[config.mk]
export PLATFORM = sky130hd
export DESIGN_NAME = key16
export DESIGN_NICKNAME = d
export VERILOG_FILES = /design/src/rtl/key16.sv
export SDC_FILE = /design/constraint.sdc
export NUM_CORES = 1
export LEC_CHECK = 0
export ABC_AREA = 0
export BUFFER_PORTS_ARGS = -buffer_cell sky130_fd_sc_hd__buf_2
export CAP_MARGIN = 15
export CORE_MARGIN = 5
export CORE_UTILIZATION = 44
export DETAILED_ROUTE_END_ITERATION = 6
export PLACE_DENSITY_LB_ADDON = 0.05
export SYNTH_ARGS = -nofsm -noshare
export SYNTH_HDL_FRONTEND = slang
export SYNTH_SLANG_ARGS = --single-unit
[constraint.sdc]
create_clock -name clk -period 4.4 [get_ports clk]
set_input_delay 0.88 -clock clk [delete_from_list [all_inputs] [get_ports clk]]
set_output_delay 0.88 -clock clk [all_outputs]
set_load 0.01 [all_outputs]
[src/rtl/key16.sv]
// ---------------------------------------------------------------------------
// key16 -- 4x4 key-matrix scanner with frame debounce and an event queue.
//
// Rows are strobed low one at a time for SCAN_DIV clocks each. The returned
// columns are synchronized, and one nibble is captured per row at the end of
// its phase. Four nibbles make a frame. A frame that repeats DEBOUNCE times in
// a row becomes the debounced key state. Differences between the debounced
// state and what has already been reported are emitted one at a time as
// press/release events, with a valid/ready handshake.
//
// Parameters
//   SCAN_DIV  clocks per row phase (4..65535)
//   DEBOUNCE  identical consecutive frames needed to update keybits (1..255)
//
// Ports
//   clk          clock; all state changes on its rising edge
//   rst_n        asynchronous active-low reset
//   row_drive    active-low row strobe; 4'b1111 while in reset
//   col_sense    active-low column returns (asynchronous, pulled up)
//   keybits      debounced key state, bit row*4+col, 1 = pressed
//   event_valid  an event is pending
//   event_code   key index of the pending event
//   event_press  1 = press, 0 = release
//   event_ready  consumer takes the event when high together with event_valid
//
// Build option
//   KEY16_GHOST_REJECT_EN  when defined, completed frames that contain a
//                          rectangle (possible ghost key) are discarded.
// ---------------------------------------------------------------------------
module key16 #(
  parameter int unsigned SCAN_DIV = 32,
  parameter int unsigned DEBOUNCE = 4
) (
  input  logic        clk,
  input  logic        rst_n,
  output logic [3:0]  row_drive,
  input  logic [3:0]  col_sense,
  output logic [15:0] keybits,
  output logic        event_valid,
  output logic [3:0]  event_code,
  output logic        event_press,
  input  logic        event_ready
);

  localparam logic [15:0] PHASE_LAST = 16'(SCAN_DIV - 1);
  localparam logic [7:0]  DEB_MAX    = 8'(DEBOUNCE);

  typedef enum logic {
    EV_IDLE,
    EV_PEND
  } ev_state_t;

  // -------------------------------------------------------------------------
  // Column synchronizer. The idle level is all ones (pulled up), so that is
  // also the reset value.
  // -------------------------------------------------------------------------
  logic [3:0] col_s1_q, col_s2_q;

  // NOTE: state registers use non-blocking assignments so every flop samples
  // the pre-edge values of the others; blocking here would chain the two
  // synchronizer stages into one.
  always_ff @(posedge clk or negedge rst_n) begin
    if (!rst_n) begin
      col_s1_q <= 4'hF;
      col_s2_q <= 4'hF;
    end else begin
      col_s1_q <= col_sense;
      col_s2_q <= col_s1_q;
    end
  end

  // -------------------------------------------------------------------------
  // Phase counter and row select.
  // -------------------------------------------------------------------------
  logic [15:0] phase_q;
  logic [1:0]  row_q;
  logic        phase_wrap;
  logic        frame_done;

  assign phase_wrap = (phase_q == PHASE_LAST);
  assign frame_done = phase_wrap && (row_q == 2'd3);

  always_ff @(posedge clk or negedge rst_n) begin
    if (!rst_n) begin
      phase_q <= '0;
      row_q   <= '0;
    end else if (phase_wrap) begin
      phase_q <= '0;
      row_q   <= row_q + 2'd1;
    end else begin
      phase_q <= phase_q + 16'd1;
    end
  end

  // Rows float high during reset. Row 0 is driven as soon as reset is
  // released, which matches the phase counter starting at zero.
  assign row_drive = rst_n ? ~(4'b0001 << row_q) : 4'b1111;

  // -------------------------------------------------------------------------
  // Raw frame assembly. frame_d includes the nibble being captured this
  // cycle, so on frame_done it is the complete new frame.
  // -------------------------------------------------------------------------
  logic [15:0] raw_q, frame_d;

  // NOTE: every combinational output gets a default before any condition, so
  // no path leaves it unassigned and no latch is inferred.
  always_comb begin
    frame_d = raw_q;
    if (phase_wrap) begin
      frame_d[{row_q, 2'b00} +: 4] = ~col_s2_q;
    end
  end

  always_ff @(posedge clk or negedge rst_n) begin
    if (!rst_n) raw_q <= '0;
    else        raw_q <= frame_d;
  end

  // -------------------------------------------------------------------------
  // Ghost-key filter: two rows that share two or more pressed columns form a
  // rectangle, in which any one of the four keys could be a phantom.
  // -------------------------------------------------------------------------
  logic frame_ok;

`ifdef KEY16_GHOST_REJECT_EN
  function automatic logic has_rect(input logic [15:0] f);
    logic [3:0] m;
    has_rect = 1'b0;
    for (int a = 0; a < 3; a++) begin
      for (int b = a + 1; b < 4; b++) begin
        m = f[a*4 +: 4] & f[b*4 +: 4];
        // Clearing the lowest set bit leaves something only if two were set.
        if ((m & (m - 4'd1)) != 4'd0) has_rect = 1'b1;
      end
    end
  endfunction

  assign frame_ok = !has_rect(frame_d);
`else
  assign frame_ok = 1'b1;
`endif

  // -------------------------------------------------------------------------
  // Frame debounce.
  // -------------------------------------------------------------------------
  logic [15:0] prev_q, prev_d;
  logic [7:0]  stable_q, stable_d;
  logic [15:0] keybits_q, keybits_d;

  always_comb begin
    prev_d   = prev_q;
    stable_d = stable_q;
    if (frame_done && frame_ok) begin
      prev_d = frame_d;
      if (frame_d == prev_q) begin
        stable_d = (stable_q == DEB_MAX) ? stable_q : stable_q + 8'd1;
      end else begin
        stable_d = 8'd1;
      end
    end
  end

  // prev_q holds the frame that produced stable_q, so loading from it one
  // cycle after the count reaches DEBOUNCE gives the debounced frame.
  assign keybits_d = (stable_q == DEB_MAX) ? prev_q : keybits_q;

  always_ff @(posedge clk or negedge rst_n) begin
    if (!rst_n) begin
      prev_q    <= '0;
      stable_q  <= '0;
      keybits_q <= '0;
    end else begin
      prev_q    <= prev_d;
      stable_q  <= stable_d;
      keybits_q <= keybits_d;
    end
  end

  assign keybits = keybits_q;

  // -------------------------------------------------------------------------
  // Event engine. reported_q is the key state the consumer has been told
  // about. An event is selected only while idle, which holds the rate to one
  // per two cycles. Any churn in keybits while an event waits simply changes
  // the difference seen at the next selection, so it coalesces.
  // -------------------------------------------------------------------------
  ev_state_t   state_q, state_d;
  logic [15:0] reported_q, reported_d;
  logic [3:0]  code_q, code_d;
  logic        press_q, press_d;
  logic [15:0] diff;
  logic [3:0]  sel_idx;

  assign diff = keybits_q ^ reported_q;

  // Lowest differing index; scanning downward lets the last hit win.
  always_comb begin
    sel_idx = 4'd0;
    for (int i = 15; i >= 0; i--) begin
      if (diff[i]) sel_idx = 4'(i);
    end
  end

  always_comb begin
    state_d    = state_q;
    reported_d = reported_q;
    code_d     = code_q;
    press_d    = press_q;
    unique case (state_q)
      EV_IDLE: begin
        if (diff != 16'd0) begin
          state_d             = EV_PEND;
          code_d              = sel_idx;
          press_d             = keybits_q[sel_idx];
          reported_d[sel_idx] = keybits_q[sel_idx];
        end
      end
      EV_PEND: begin
        if (event_ready) state_d = EV_IDLE;
      end
      default: state_d = EV_IDLE;
    endcase
  end

  always_ff @(posedge clk or negedge rst_n) begin
    if (!rst_n) begin
      state_q    <= EV_IDLE;
      reported_q <= '0;
      code_q     <= '0;
      press_q    <= 1'b0;
    end else begin
      state_q    <= state_d;
      reported_q <= reported_d;
      code_q     <= code_d;
      press_q    <= press_d;
    end
  end

  assign event_valid = (state_q == EV_PEND);
  assign event_code  = code_q;
  assign event_press = press_q;

endmodule

==> results.sh, run 1 <==
export IMPL_finalNetCount=565
export IMPL_layout_setup_ws_ps=483
export IMPL_ys_seq_area_share_pct=50.7
export IMPL_die_area_um2=14000
export IMPL_cts_buffer_depth=2
export IMPL_crit_slowest_cell="nor4_4"
export IMPL_drtIter0Drc=248
export IMPL_cp_arrival_ps=4150
export IMPL_vias=3691
export IMPL_synthFlopType="dfrtp_1"
export IMPL_dpl_cell_count=681
export IMPL_path_clk_slew_ps=70
export IMPL_drive_gt1_share_pct=18.0
export IMPL_p_total_mw=1.82
export IMPL_post_cts_buffers=0
export IMPL_fp_dieH_um=118
export IMPL_fmax_mhz=255
export IMPL_worst_setup_path_end_kind="register"
export IMPL_synth_top_area_cell="dfrtp_1"
export IMPL_grt_pass1_wl_mm=19.2
export IMPL_crit_chain="inv_1 > ha_1 > or3b_1 > or2_2 > a222oi_1 > a31oi_1 > or4_4 > nor4_4 > nand4_1 > mux2_2"
export IMPL_start_util_pct=44.9
export IMPL_antenna_found_initial=0
export IMPL_yosys_warnings=0
export IMPL_htreeDepth=3
export IMPL_netlist_instances=511
export IMPL_netlist_area_um2=5150
export IMPL_cts_buffers=9
export IMPL_drv_cap=0
export IMPL_hold_path_class="reg -> reg"
export IMPL_finalNonFillerCells=698
export IMPL_cts_tree="yes"
export IMPL_syn_area_per_cell_um2=10.1
export IMPL_num_rows=39
export IMPL_numPortBuffers=32
export IMPL_powerDensity_nw_per_um2=313
export IMPL_start_kind="register"
export IMPL_clock_sinks=104
export IMPL_syn_to_final_growth_pct=12.8
export IMPL_post_drt_wl_per_cell_um=16.3
export IMPL_die_w_um=118
export IMPL_synth_fp_nets=526
export IMPL_max_slew_margin_pct=36.2
export IMPL_fin_skew_ps=8.90
export IMPL_synth_top_area_share_pct=46.7
export IMPL_clock_latency_ps=350
export IMPL_hold_viol_final=0
export IMPL_cts_resized=0
export IMPL_num_antenna_cells=0
export IMPL_grt_use_total_pct=17.0
export IMPL_crit_type="reg -> reg"
export IMPL_gp_congestion=0.846
export IMPL_cts_hold_buf=0
export IMPL_pre_cts_slack_ps=506
export IMPL_drv_slew=0
export IMPL_final_setup_tns_ps=0
export IMPL_fin_crit_sh_pct=89.0
export IMPL_setup_viol=0
export IMPL_grt_max_degree=56
export IMPL_synthArstFlopShare_pct=100
export IMPL_required_ps=4630
export IMPL_power_leakage_nw=2.91
export IMPL_drt_pass1_iter_count=5
export IMPL_postRouteAntennaNets=0
export IMPL_drc=0
export IMPL_ys_types=60
export IMPL_synth_area_leaders="dfrtp_1 47%, nand2_1 6.7%, mux2_2 4.2%"
export IMPL_cp_max_fo=7
export IMPL_tightestPinTransition_ps=948
export IMPL_dp_final_hpwl_mm=8.36
export IMPL_synth_seq_cells=104
export IMPL_cts_root_buf="clkbuf_16"
export IMPL_rsz0062_at_grt="false"
export IMPL_grt_ovfl_total=0
export IMPL_grt_pass1_vias=3622
export IMPL_min_period_ps=3920
export IMPL_vias_per_cell=5.29
export IMPL_max_stage_delay_ps=540
export IMPL_final_cell_mix="96 x dfrtp_1, 92 x nand2_1, 37 x nor2_1"
export IMPL_status="finished, final reports clean"
export IMPL_finalWirelength_mm=11.4
export IMPL_final_common_cell="dfrtp_1"
export IMPL_final_util_pct=50.6
export IMPL_core_area_um2=11500
export IMPL_io_pins=33
export IMPL_ir_worst_vdd_mv=0.323
export IMPL_synth_edff_count=0
-- metal layers --
metal  global-route usage [%]  wire length, um
met3                     4.63              422
met1                     25.5             5880
met4                     3.66               80
met5                        0                0
met2                     24.7             5010
-- cell families after synthesis --
| group | Yosys count | synth area share, % |
|---|---|---|
| buffers and inverters | 44 | 3.23 |
| xor gates and xnor gates | 41 | 6.97 |
| AOI/OAI and AO/OA | 82 | 10.5 |
| adders and majority gates | 8 | 1.94 |
| DFF | 104 | 50.7 |
| and+or+nand+nor | 200 | 18.8 |
| muxes | 32 | 7.73 |
-- worst paths after layout --
| check | from | slack [ps] | endpoint | depth (start not counted) |
|---|---|---|---|---|
| worst max-delay path | row_q[0] | 480 | stable_q[0] | 10 |
| worst min-delay path | col_s1_q[1] | 360 | col_s2_q[1] | 0 |
| worst max register to register | row_q[0] | 480 | stable_q[0] | 10 |
| worst min register to register | col_s1_q[1] | 360 | col_s2_q[1] | 0 |
| max in group asynchronous | rst_n | 2960 | raw_q[6] | 2 |
| min in group asynchronous | rst_n | 450 | prev_q[3] | 1 |
-- cell usage after synthesis (all sizes together) (9+ instances only) --
cell type / count
a21oi: 10
clkbuf: 11
dfrtp: 96
inv: 31
mux2: 19
mux2i: 10
nand2: 94
nand3: 13
nor2: 37
nor3: 9
o21ai: 29
xnor2: 21
xor2: 20
-- critical path, delay by kind of cell (launching register included) --
kind / cells / cell delay [ps]
adder cells (fa/ha/maj): 1 / 370
AO/OA/AOI/OAI: 2 / 500
flip-flops: 1 / 430
buffers and inverters: 1 / 140
multiplexers: 1 / 300
AND/OR/NAND/NOR: 5 / 2060
-- power by group --
| group | switching, mW | internal, mW | leakage (nW) |
|---|---|---|---|
| clock | 0.367 | 0.448 | 0.152 |
| combinational | 0.0252 | 0.00869 | 1.35 |
| sequential | 0.00665 | 0.964 | 1.40 |
| total | 0.399 | 1.42 | 2.91 |
-- through the flow --
stage	area, um2	hold slack [ps]
after floorplan	5150	345
after global placement	5500	345
after detailed placement	5500	347
after CTS	5800	358
after global routing	5810	360
final	5810	356
-- final cells by class --
class | instances | area (um2)
clock buffer | 9 | 225
clock inverter | 7 | 77.6
fill | 1059 | 5660
inverter | 32 | 120
multi-input combinational | 363 | 2370
sequential | 104 | 2610
tap | 143 | 179
timing repair buffer | 40 | 223
-- flip-flops by register name, indices dropped and copies added (netlist names) --
register / count
col_s1_q: 4
col_s2_q: 4
event_code: 4
event_press: 1
event_valid: 1
keybits: 16
phase_q: 16
prev_q: 16
raw_q: 16
reported_q: 16
row_q: 2
stable_q: 8
No activity file was read; power rests on OpenSTA's default activity.
==> run 2, diff against run 1 <==
- CORE_MARGIN: 5 -> 1.5
- PLACE_DENSITY_LB_ADDON: 0.05 -> default
==> results.sh, run 2 (synthesis results as in run 1) <==
export IMPL_htreeDepth=3
export IMPL_drv_cap=0
export IMPL_num_antenna_cells=0
export IMPL_vias=3780
export IMPL_cts_hold_buf=0
export IMPL_cts_buffers=9
export IMPL_final_cell_mix="96 x dfrtp_1, 92 x nand2_1, 37 x nor2_1"
export IMPL_min_period_ps=3820
export IMPL_numPortBuffers=32
export IMPL_p_total_mw=1.86
export IMPL_gp_congestion=0.896
export IMPL_drtIter0Drc=197
export IMPL_drv_slew=0
export IMPL_power_leakage_nw=2.90
export IMPL_fp_dieH_um=111
export IMPL_max_slew_margin_pct=28.4
export IMPL_powerDensity_nw_per_um2=320
export IMPL_status="finished, final reports clean"
export IMPL_finalNetCount=563
export IMPL_die_area_um2=12400
export IMPL_postRouteAntennaNets=0
export IMPL_path_clk_slew_ps=70
export IMPL_final_setup_tns_ps=0
export IMPL_num_rows=39
export IMPL_drc=0
export IMPL_grt_pass1_vias=3674
export IMPL_antenna_found_initial=0
export IMPL_path_delay_family="simple AND/OR/NAND/NOR gates"
export IMPL_fmax_mhz=262
export IMPL_cts_root_buf="clkbuf_16"
export IMPL_grt_pass1_wl_mm=18.6
export IMPL_setup_viol=0
export IMPL_post_cts_buffers=0
export IMPL_cp_max_fo=7
export IMPL_io_pins=33
export IMPL_clock_sinks=104
export IMPL_worst_setup_path_end_kind="register"
export IMPL_cts_resized=0
export IMPL_fin_skew_ps=5.19
export IMPL_post_drt_wl_per_cell_um=15.8
export IMPL_final_common_cell="dfrtp_1"
export IMPL_max_stage_delay_ps=500
export IMPL_hold_viol_final=0
export IMPL_fill_cells=1039
export IMPL_crit_chain="inv_1 > ha_1 > or3b_1 > or2_2 > a222oi_1 > a31oi_1 > or4_4 > nor4_4 > nand4_1 > mux2_2"
export IMPL_drt_pass1_iter_count=4
export IMPL_dp_final_hpwl_mm=8.01
export IMPL_start_kind="register"
export IMPL_cts_tree="yes"
export IMPL_tightestPinTransition_ps=1070
export IMPL_holdWs_ps=356
export IMPL_syn_to_final_growth_pct=12.8
export IMPL_required_ps=4630
export IMPL_fin_crit_sh_pct=86.7
export IMPL_cts_buffer_depth=2
export IMPL_die_w_um=111
export IMPL_crit_type="reg -> reg"
export IMPL_clock_latency_ps=350
export IMPL_finalWirelength_mm=11.0
export IMPL_core_area_um2=11400
export IMPL_crit_slowest_cell="or4_4"
export IMPL_start_util_pct=45.1
export IMPL_grt_use_total_pct=18.7
export IMPL_grt_max_degree=61
export IMPL_final_util_pct=50.9
export IMPL_grt_ovfl_total=0
export IMPL_cp_arrival_ps=4050
export IMPL_rsz0062_at_grt="false"
export IMPL_ir_worst_vdd_mv=0.250
export IMPL_drive_gt1_share_pct=17.5
export IMPL_vias_per_cell=5.43
export IMPL_crit_buf_inv=1
export IMPL_hold_path_class="reg -> reg"
[run 2: final timing paths]
kind                                to  slack [ps]  depth (start not counted)         from
min in group asynchronous     row_q[0]         430                          1        rst_n
max                        stable_q[0]         580                         10     row_q[0]
max reg2reg                stable_q[0]         580                         10     row_q[0]
max in group asynchronous  phase_q[13]        2510                          3        rst_n
min reg2reg                col_s2_q[0]         360                          0  col_s1_q[0]
min                        col_s2_q[0]         360                          0  col_s1_q[0]
[run 2: final cells by class]
cell class / count / area (um2) / area share (%)
sequential: 104 / 2610 / 45.0
tap: 143 / 179 / 3.08
timing repair buffer: 38 / 208 / 3.58
multi-input combinational: 363 / 2370 / 40.8
clock buffer: 10 / 229 / 3.94
inverter: 32 / 120 / 2.07
clock inverter: 6 / 90.1 / 1.55
[run 2: worst register-to-register path, stage by stage, from the launching register on]
cell	delay (ps)
dfrtp_1	430
inv_1	150
ha_1	370
or3b_1	450
or2_2	320
a222oi_1	360
a31oi_1	120
or4_4	500
nor4_4	470
nand4_1	220
mux2_2	310
[run 2: through the flow]
| stage | area, um2 | worst slack (ps) | cells |
|---|---|---|---|
| after detailed placement | 5490 | 630 | 680 |
| after global placement | 5490 | 772 | 680 |
| after global routing | 5810 | 481 | 696 |
| after CTS | 5810 | 620 | 696 |
| final | 5810 | 584 | 696 |
| after floorplan | 5150 | 947 | 511 |
[run 2: metal layers]
| layer | routed length (um) | global-route usage [%] | vias to the layer above |
|---|---|---|---|
| li1 | - | - | 1834 |
| met1 | 5390 | 25.8 | 1846 |
| met2 | 5060 | 29.3 | 83 |
| met3 | 356 | 4.48 | 17 |
| met4 | 228 | 5.82 | 0 |
| met5 | 0 | 0 | - |
[run 2: power breakdown]
part	internal, mW	switching, mW	leakage [nW]
sequential	0.964	0.00608	1.40
combinational	0.00868	0.0258	1.34
clock	0.502	0.354	0.153
